`config.mk`:
```
export PLATFORM = sky130hd
export DESIGN_NAME = downcount_tick_gen_flat
export DESIGN_NICKNAME = d
export VERILOG_FILES = /design/src/rtl/downcount_tick_gen_if.sv /design/src/rtl/downcount_tick_gen.sv /design/src/flat_wrapper.sv
export SDC_FILE = /design/constraint.sdc
export NUM_CORES = 1
export LEC_CHECK = 0
export BUFFER_PORTS_ARGS = -buffer_cell sky130_fd_sc_hd__buf_2
export CORE_ASPECT_RATIO = 0.6
export CORE_UTILIZATION = 59
export DETAILED_ROUTE_END_ITERATION = 8
export GPL_TIMING_DRIVEN = 0
export PLACE_DENSITY = 0.82
export SLEW_MARGIN = 5
export SYNTH_ARGS = -nofsm -noshare
export SYNTH_HDL_FRONTEND = slang
export SYNTH_SLANG_ARGS = --single-unit
```
`constraint.sdc`:
```
create_clock -name clk -period 4.85 [get_ports clk]
set_input_delay 0.97 -clock clk [delete_from_list [all_inputs] [get_ports clk]]
set_output_delay 0.97 -clock clk [all_outputs]
set_load 0.02 [all_outputs]
```
`src/rtl/downcount_tick_gen_if.sv`:
```
// Control/status bundle for downcount_tick_gen.
// The master drives the requests and the slave returns the counter status.
interface downcount_tick_gen_if #(
    parameter int N = 8
);
    logic         start;
    logic         stop;
    logic         enable;
    logic         oneshot;
    logic [N-1:0] period;
    logic [N-1:0] count;
    logic         tick;
    logic [N-1:0] tick_count;
    logic         busy;
    logic         done;
    logic         err;

    modport master (
        output start, stop, enable, oneshot, period,
        input  count, tick, tick_count, busy, done, err
    );

    modport slave (
        input  start, stop, enable, oneshot, period,
        output count, tick, tick_count, busy, done, err
    );
endinterface

```
`src/rtl/downcount_tick_gen.sv`:
```
// Loadable, auto-reloading down-counter that emits a one-cycle tick every
// `period` enabled clocks, in periodic or one-shot mode.
module downcount_tick_gen #(
    parameter int n = 8
) (
    input  logic                  clk,
    input  logic                  rst,
    downcount_tick_gen_if.slave   dtg
);
    typedef enum logic {IDLE, RUN} state_t;

    localparam logic [n-1:0] ONE = n'(1);

    state_t       state_q, state_d;
    logic [n-1:0] count_q, count_d;
    logic [n-1:0] tcnt_q, tcnt_d;
    logic [n-1:0] per_q, per_d;
    logic         mode_q, mode_d;
    logic         tick_q, tick_d;
    logic         done_q, done_d;
    logic         err_q, err_d;

    logic start_ok;
    logic expire;

    assign start_ok = dtg.start && (dtg.period != '0);
    assign expire   = (state_q == RUN) && dtg.enable && (count_q == '0);

    // State and all registered outputs.
    always_ff @(posedge clk or posedge rst) begin
        if (rst) begin
            state_q <= IDLE;
            count_q <= '0;
            tcnt_q  <= '0;
            per_q   <= '0;
            mode_q  <= 1'b0;
            tick_q  <= 1'b0;
            done_q  <= 1'b0;
            err_q   <= 1'b0;
        end else begin
            state_q <= state_d;
            count_q <= count_d;
            tcnt_q  <= tcnt_d;
            per_q   <= per_d;
            mode_q  <= mode_d;
            tick_q  <= tick_d;
            done_q  <= done_d;
            err_q   <= err_d;
        end
    end

    // A rejected start still owns the edge, so it also blocks expiry.
    always_comb begin
        state_d = state_q;
        if (dtg.stop)
            state_d = IDLE;
        else if (start_ok)
            state_d = RUN;
        else if (!dtg.start && expire && mode_q)
            state_d = IDLE;
    end

    always_comb begin
        count_d = count_q;
        tcnt_d  = tcnt_q;
        per_d   = per_q;
        mode_d  = mode_q;
        tick_d  = 1'b0;
        done_d  = done_q;
        err_d   = 1'b0;
        if (dtg.stop) begin
            count_d = '0;
        end else if (dtg.start) begin
            if (dtg.period == '0) begin
                err_d = 1'b1;
            end else begin
                per_d   = dtg.period;
                mode_d  = dtg.oneshot;
                count_d = dtg.period - ONE;
                tcnt_d  = '0;
                done_d  = 1'b0;
            end
        end else if (state_q == RUN && dtg.enable) begin
            if (count_q != '0) begin
                count_d = count_q - ONE;
            end else begin
                tick_d = 1'b1;
                tcnt_d = tcnt_q + ONE;
                if (mode_q) begin
                    count_d = '0;
                    done_d  = 1'b1;
                end else begin
                    count_d = per_q - ONE;
                end
            end
        end
    end

    assign dtg.count      = count_q;
    assign dtg.tick       = tick_q;
    assign dtg.tick_count = tcnt_q;
    assign dtg.busy       = (state_q == RUN);
    assign dtg.done       = done_q;
    assign dtg.err        = err_q;
endmodule

```
`src/flat_wrapper.sv`:
```
// flat-port wrapper written by rule: the top's interface ports become plain ports
module downcount_tick_gen_flat 
#(
    parameter int n = 8
)
  (clk, rst, dtg_start, dtg_stop, dtg_enable, dtg_oneshot, dtg_period, dtg_count, dtg_tick, dtg_tick_count, dtg_busy, dtg_done, dtg_err);
  downcount_tick_gen_if #(.N(8)) dtg_i ();
  input  logic clk;
  input  logic rst;
  input wire logic [$bits(dtg_i.start)-1:0] dtg_start;
  input wire logic [$bits(dtg_i.stop)-1:0] dtg_stop;
  input wire logic [$bits(dtg_i.enable)-1:0] dtg_enable;
  input wire logic [$bits(dtg_i.oneshot)-1:0] dtg_oneshot;
  input wire logic [$bits(dtg_i.period)-1:0] dtg_period;
  output wire logic [$bits(dtg_i.count)-1:0] dtg_count;
  output wire logic [$bits(dtg_i.tick)-1:0] dtg_tick;
  output wire logic [$bits(dtg_i.tick_count)-1:0] dtg_tick_count;
  output wire logic [$bits(dtg_i.busy)-1:0] dtg_busy;
  output wire logic [$bits(dtg_i.done)-1:0] dtg_done;
  output wire logic [$bits(dtg_i.err)-1:0] dtg_err;
  assign dtg_i.start = dtg_start;
  assign dtg_i.stop = dtg_stop;
  assign dtg_i.enable = dtg_enable;
  assign dtg_i.oneshot = dtg_oneshot;
  assign dtg_i.period = dtg_period;
  assign dtg_count = dtg_i.count;
  assign dtg_tick = dtg_i.tick;
  assign dtg_tick_count = dtg_i.tick_count;
  assign dtg_busy = dtg_i.busy;
  assign dtg_done = dtg_i.done;
  assign dtg_err = dtg_i.err;
  downcount_tick_gen #(.n(n)) u_core (.clk(clk), .rst(rst), .dtg(dtg_i));
endmodule
```
* After elaboration in Yosys (flattened, before gate mapping)
Index checks and enable logic that the tools add are counted.
** Storage, ports and cells
- Bits in registers :: 29
- Latch bits :: 0
- Bits in writable memories :: 0
- ROM bits :: 0
- Bits of input ports :: 14
- Output and inout bits :: 20
- Logic and storage cells :: 60
- Memories kept :: 0
** Operators by class
- $add $sub $neg :: 4
- $mul :: 0
- Divide/modulo/power cells :: 0
- Order comparisons :: 0
- Equal/unequal tests :: 3
- Shift operators :: 0
- Multiplexer cells :: 25
- Bitwise gates (word level) :: 2
- Reduce and logical (&&, ||, !) cells :: 18
** Operators with widths (number)
- $mux 8 :: 10
- $sub 8x1->8 const B :: 3
- $logic_not 8->1 :: 2
- $reduce_bool 8->1 :: 2
- $mux 1 :: 15
- $add 8x1->8 const B :: 1
- $reduce_bool 3->1 :: 2
- $logic_and 1x1->1 :: 5
- $reduce_and 5->1 :: 1
- $ne 2x2->1 const B :: 2
- $reduce_and 4->1 :: 1
- $reduce_bool 2->1 :: 2
- $ne 3x3->1 const B :: 1
- $reduce_and 3->1 :: 1
- $not 1->1 :: 2
- $reduce_and 2->1 :: 1
- $logic_not 1->1 :: 1

* Logic depth before layout (Yosys ltp)
- Word-level depth :: 7
- Mapped depth :: 8
- Depth with buffers taken out :: 7

* Least setup slack after synthesis
No wires, ideal clock.
- Path kind :: in2reg
- Start :: input port dtg_period[0]
- End :: register u_core.count_q[6], in the netlist u_core.dtg.count[6]
- Library setup time :: 0.104 ns
- Data arrival time :: 2.121 ns
- Slack :: 2.626 ns
- Cell stages on the path :: 6
- Buffers on the path :: 0
- Path through :: inv_1 -> ha_1 -> nand2_1 -> or4b_1 -> and3_1 -> o41ai_2
** On the way
- Cells in the longest elaborated chain, start to end :: 4
** RTL lines
- start, declared :: line flat_wrapper.sv:14 : input wire logic [$bits(dtg_i.period)-1:0] dtg_period;
- $sub 8x1->8 :: line downcount_tick_gen.sv:79 : count_d = dtg.period - ONE;
- $mux 8 :: line downcount_tick_gen.sv:74 : if (dtg.period == '0) begin
- $mux 8 :: line downcount_tick_gen.sv:73 : end else if (dtg.start) begin
- $mux 8 :: line downcount_tick_gen.sv:71 : if (dtg.stop) begin
- end signal, assigned :: line downcount_tick_gen.sv:42 : count_q <= count_d;
- end, declared :: line downcount_tick_gen.sv:15 : logic [n-1:0] count_q, count_d;
Parallel ways exist; a longest one is shown, timed or not. The select of a mux whose other input is x is not followed.
A chain may end at the register's enable or synchronous reset.

* Worst setup path in the final report
- Start :: input port dtg_period[5]
- End :: register u_core.state_q, in the netlist u_core.dtg.busy
** On the way
- Cells in the longest elaborated chain, start to end :: 4
** RTL lines
- $reduce_bool 8->1 (*) :: line downcount_tick_gen.sv:26 : assign start_ok = dtg.start && (dtg.period != '0);
- $logic_and 1x1->1 (*) :: line downcount_tick_gen.sv:26
- $mux 1 :: line downcount_tick_gen.sv:57 : else if (start_ok)
- $mux 1 :: line downcount_tick_gen.sv:55 : if (dtg.stop)
- end signal, assigned :: line downcount_tick_gen.sv:41 : state_q <= state_d;
- end, declared :: line downcount_tick_gen.sv:14 : state_t state_q, state_d;
Every way passes the cells marked *; elsewhere a longest branch is shown, timed or not.

==> flow_metrics.py <==
metrics = {
    "status": {
        "status": "finished, final reports clean",
    },
    "route": {
        "initialDrtViolationCount": 224,
        "drc": 0,
        "vias_per_cell": 5.911,
        "ant_nets": 0,
        "vias": 1596,
        "wl_per_cell_um": 16.40,
        "dr.pass1.iters": 4,
        "wl_um": 4429,
    },
    "floorplan": {
        "start_util_pct": 62.84,
        "die_x_um": 73.86,
        "rows": 15,
        "die-area_mm2": 0.003332,
        "core_mm2": 0.002909,
        "die_h_um": 45.12,
        "pin_count": 34,
    },
    "worst_setup_path": {
        "crit_buf_inv": 3,
        "critical_path_class": "in2reg",
        "cp.depth": 7,
        "r2r_end": "u_core.dtg.count[6]$_DFFE_PP0P_",
        "critical-path-top-delay-family": "simple AND/OR/NAND/NOR gates",
        "r2r_slack_ps": 2730,
        "slowest_stage": "nor3_1",
        "reg2reg_depth": 6,
        "crit_path_max_fanout": 10,
        "cp_slowest_stage_delay_ps": 380,
        "r2r_start": "u_core.dtg.count[0]$_DFFE_PP0P_",
        "crit_path_frequent_cell": "buf_2",
        "cp.arrival_ps": 2500,
        "end_kind": "flip-flop",
        "start_kind": "input pin",
        "worstPathRequired_ps": 5020,
        "crit_chain": "buf_2, nor3_1, nand3_1, and3_1, buf_2, buf_2, a21o_1",
    },
    "grt": {
        "grt_max_degree": 30,
        "grt_pass1_wl_um": 7182,
        "grt_pass1_vias": 1455,
        "grt_antenna_before_repair": 0,
        "grt_util_all_layers_pct": 30.53,
        "grt-ovfl-total": 0,
    },
    "logic_synthesis": {
        "ys_ff_latch": 29,
        "ys_top_cells_by_count": "29 x dfrtp_1, 18 x nor2_1, 15 x nand2_1",
        "async_flop_share_pct": 100.0,
        "synth_edf_count": 0,
        "ys_top_cells_by_area": "dfrtp_1 40%, xor2_1 6.7%, mux2_2 5.5%",
        "synth.top_cell.area_share_pct": 39.70,
        "syn_inst": 187,
        "avgSynthCellArea_um2": 9.775,
        "syn_area_mm2": 0.001828,
        "yosysSeqAreaShare_pct": 39.70,
        "synth_warnings": 0,
        "ys.flop_type": "dfrtp_1",
        "yosysMostFrequentCell": "dfrtp_1",
        "ys_types": 49,
        "yosysTopAreaCell": "dfrtp_1",
        "synth_nets": 206,
    },
    "timing": {
        "finalSetupTns_ps": 0,
        "slew_headroom_pct": 26.81,
        "setup_viol": 0,
        "post-route-period-util_pct": 47.92,
        "hold_viol": 0,
        "slew_viol_final": 0,
        "final.setup_skew_ps": 4.931,
        "worst_pin_slew_ps": 1097,
        "fin_crit_ps": 2324,
        "rsz0062_at_grt": "false",
        "fmax_ghz": 0.4303,
        "setup_slack_ps": 2526,
    },
    "power": {
        "power.share.clock_pct": 26.1,
        "power_switching_uw": 258.0,
        "switching_share_pct": 35.51,
        "p_int_uw": 468.6,
        "total_power_uw": 726.6,
        "powerDensity_mw_per_mm2": 341.4,
        "combPwrFrac_pct": 32.7,
        "max-vdd-ir-drop_mv": 0.2693,
        "seqPwrFrac_pct": 41.2,
        "leakage_nw": 1.056,
    },
    "layout": {
        "n_antenna_cell": 0,
        "nFillCells": 221,
        "drive_above_1_share_pct": 27.63,
        "finalNetCount": 246,
        "instances_no_fill": 270,
        "synthToLayoutAreaGrowth_pct": 16.43,
    },
    "placement": {
        "dp_hpwl_um": 3382,
        "place_ws_ps": 2266,
        "dp.cells": 262,
        "gp_congestion": 0.9521,
        "portBuffers": 33,
    },
    "cts": {
        "cts.clk_slew.worst_paths_ps": 60,
        "clk_latency_ps": 280,
        "cts_resized": 0,
        "cts_buffers": 5,
        "h-tree-depth": 2,
        "root_buffer": "clkbuf_8",
        "holdBufCountCts": 0,
        "cts.sinks": 29,
        "post_cts_buffers": 0,
        "clockBufferDepth": 2,
        "cts_tree": "done",
    },
    "worst_hold_path": {
        "hold_path_depth": 2,
        "worst_hold_path_type": "reg2reg",
        "hold_end": "u_core.dtg.done$_DFFE_PP0P_",
        "hp-start": "u_core.dtg.done$_DFFE_PP0P_",
    },
    "flow_run": {
        "maxCapViolCount": 0,
    },
}
## power by group through the flow
stage | Clock (mW) | Combinational (mW) | Sequential (mW)
after detailed placement | 0 | 0.232 | 0.303
after CTS | 0.192 | 0.235 | 0.299
final | 0.190 | 0.238 | 0.299
after global placement | 0 | 0.227 | 0.301
after global routing | 0.202 | 0.259 | 0.304
after floorplan | 0 | 0.157 | 0.310
## state kept, by name, summed over array words and instances (netlist names)
name,flops
u_core.dtg.tick_count,8
u_core.dtg.tick,1
u_core.dtg.done,1
u_core.dtg.err,1
u_core.per_q,8
u_core.dtg.busy,1
u_core.mode_q,1
u_core.dtg.count,8
## placed cells by master, fill, tap and decap left out, drive strengths merged, types with 2 or more instances in the layout
cell type  synthesis  routed
nand2             15      15
nor2              18      18
and3               7       7
clkinv             0       2
nand3              2       2
clkbuf             2       8
nor3b              4       4
o21ai              5       5
a21oi              6       6
buf                5      38
xor2              14      14
dfrtp             29      29
a31oi              2       2
a21boi             2       2
nand4              5       5
a22o               6       6
or3b               2       2
o22ai              3       3
mux2               9       9
nor4               3       3
xnor2              3       3
mux2i              3       3
a32o               2       2
nor3              11      11
inv                7       7
nor2b              2       2
ha                 5       5
## cells by family (layout without fill, tap and decap cells)
family                   count (synthesis)  after routing  synth area share [%]
AO/OA/AOI/OAI                           35             35                 14.10
adder cells (fa/ha/maj)                  5              5                 3.422
XOR/XNOR                                17             17                 8.145
multiplexers                            12             12                 7.187
buffers and inverters                   14             55                 3.628
flip-flops                              29             29                 39.70
AND/OR/NAND/NOR                         75             75                 23.82
## metrics by stage
step,cell area [µm²],utilization [%],hold slack [ps]
floorplan,1828,-,494.2
finish,2128,73.16,536.1
CTS,2128,73.16,540.6
global route,2128,73.16,577.8
detailed placement,2046,70.32,525.9
global placement,2046,70.32,477.6
## per-layer routing
layer | up-vias | wire length (µm) | share of wire, % | GRT usage (%)
met1 | 759 | 2230 | 50 | 45.01
met4 | 0 | 32 | 0.72 | 10.77
met5 | - | 0 | 0 | 0
met3 | 4 | 328 | 7.4 | 7.366
met2 | 67 | 1837 | 41 | 43.85
li1 | 766 | - | - | -
## final cells by class
| cell class | instances | area [µm²] | share of cell area (%) |
|---|---|---|---|
| clock buffer | 6 | 72.57 | 3.410 |
| tap | 42 | 52.55 | 2.469 |
| multi-input combinational | 144 | 1036 | 48.68 |
| buffer | 7 | 40.04 | 1.881 |
| clock inverter | 2 | 10.01 | 0.4703 |
| timing repair buffer | 33 | 165.2 | 7.760 |
| sequential | 29 | 725.7 | 34.10 |
| inverter | 7 | 26.28 | 1.235 |
## worst max path at each step
stage / start / slack (ps) / endpoint
final: dtg_period[5] / 2530 / u_core.dtg.busy$_DFFE_PP0P_
after global routing: dtg_period[5] / 2430 / u_core.per_q[1]$_DFFE_PP0P_
after CTS: dtg_period[5] / 2550 / u_core.per_q[1]$_DFFE_PP0P_
after detailed placement: dtg_period[5] / 2270 / u_core.per_q[1]$_DFFE_PP0P_
after global placement: dtg_period[5] / 2290 / u_core.dtg.busy$_DFFE_PP0P_
after floorplan: dtg_period[0] / 2630 / u_core.dtg.count[6]$_DFFE_PP0P_
## worst register-to-register path: cells and delay by family (launching register included)
kind,cells,cell delay [ps]
AOI/OAI and AO/OA,2,430
adders and majority gates,1,230
buffers and inverters,1,120
DFF,1,430
and+or+nand+nor,2,810
(Power assumes the default switching activity.)
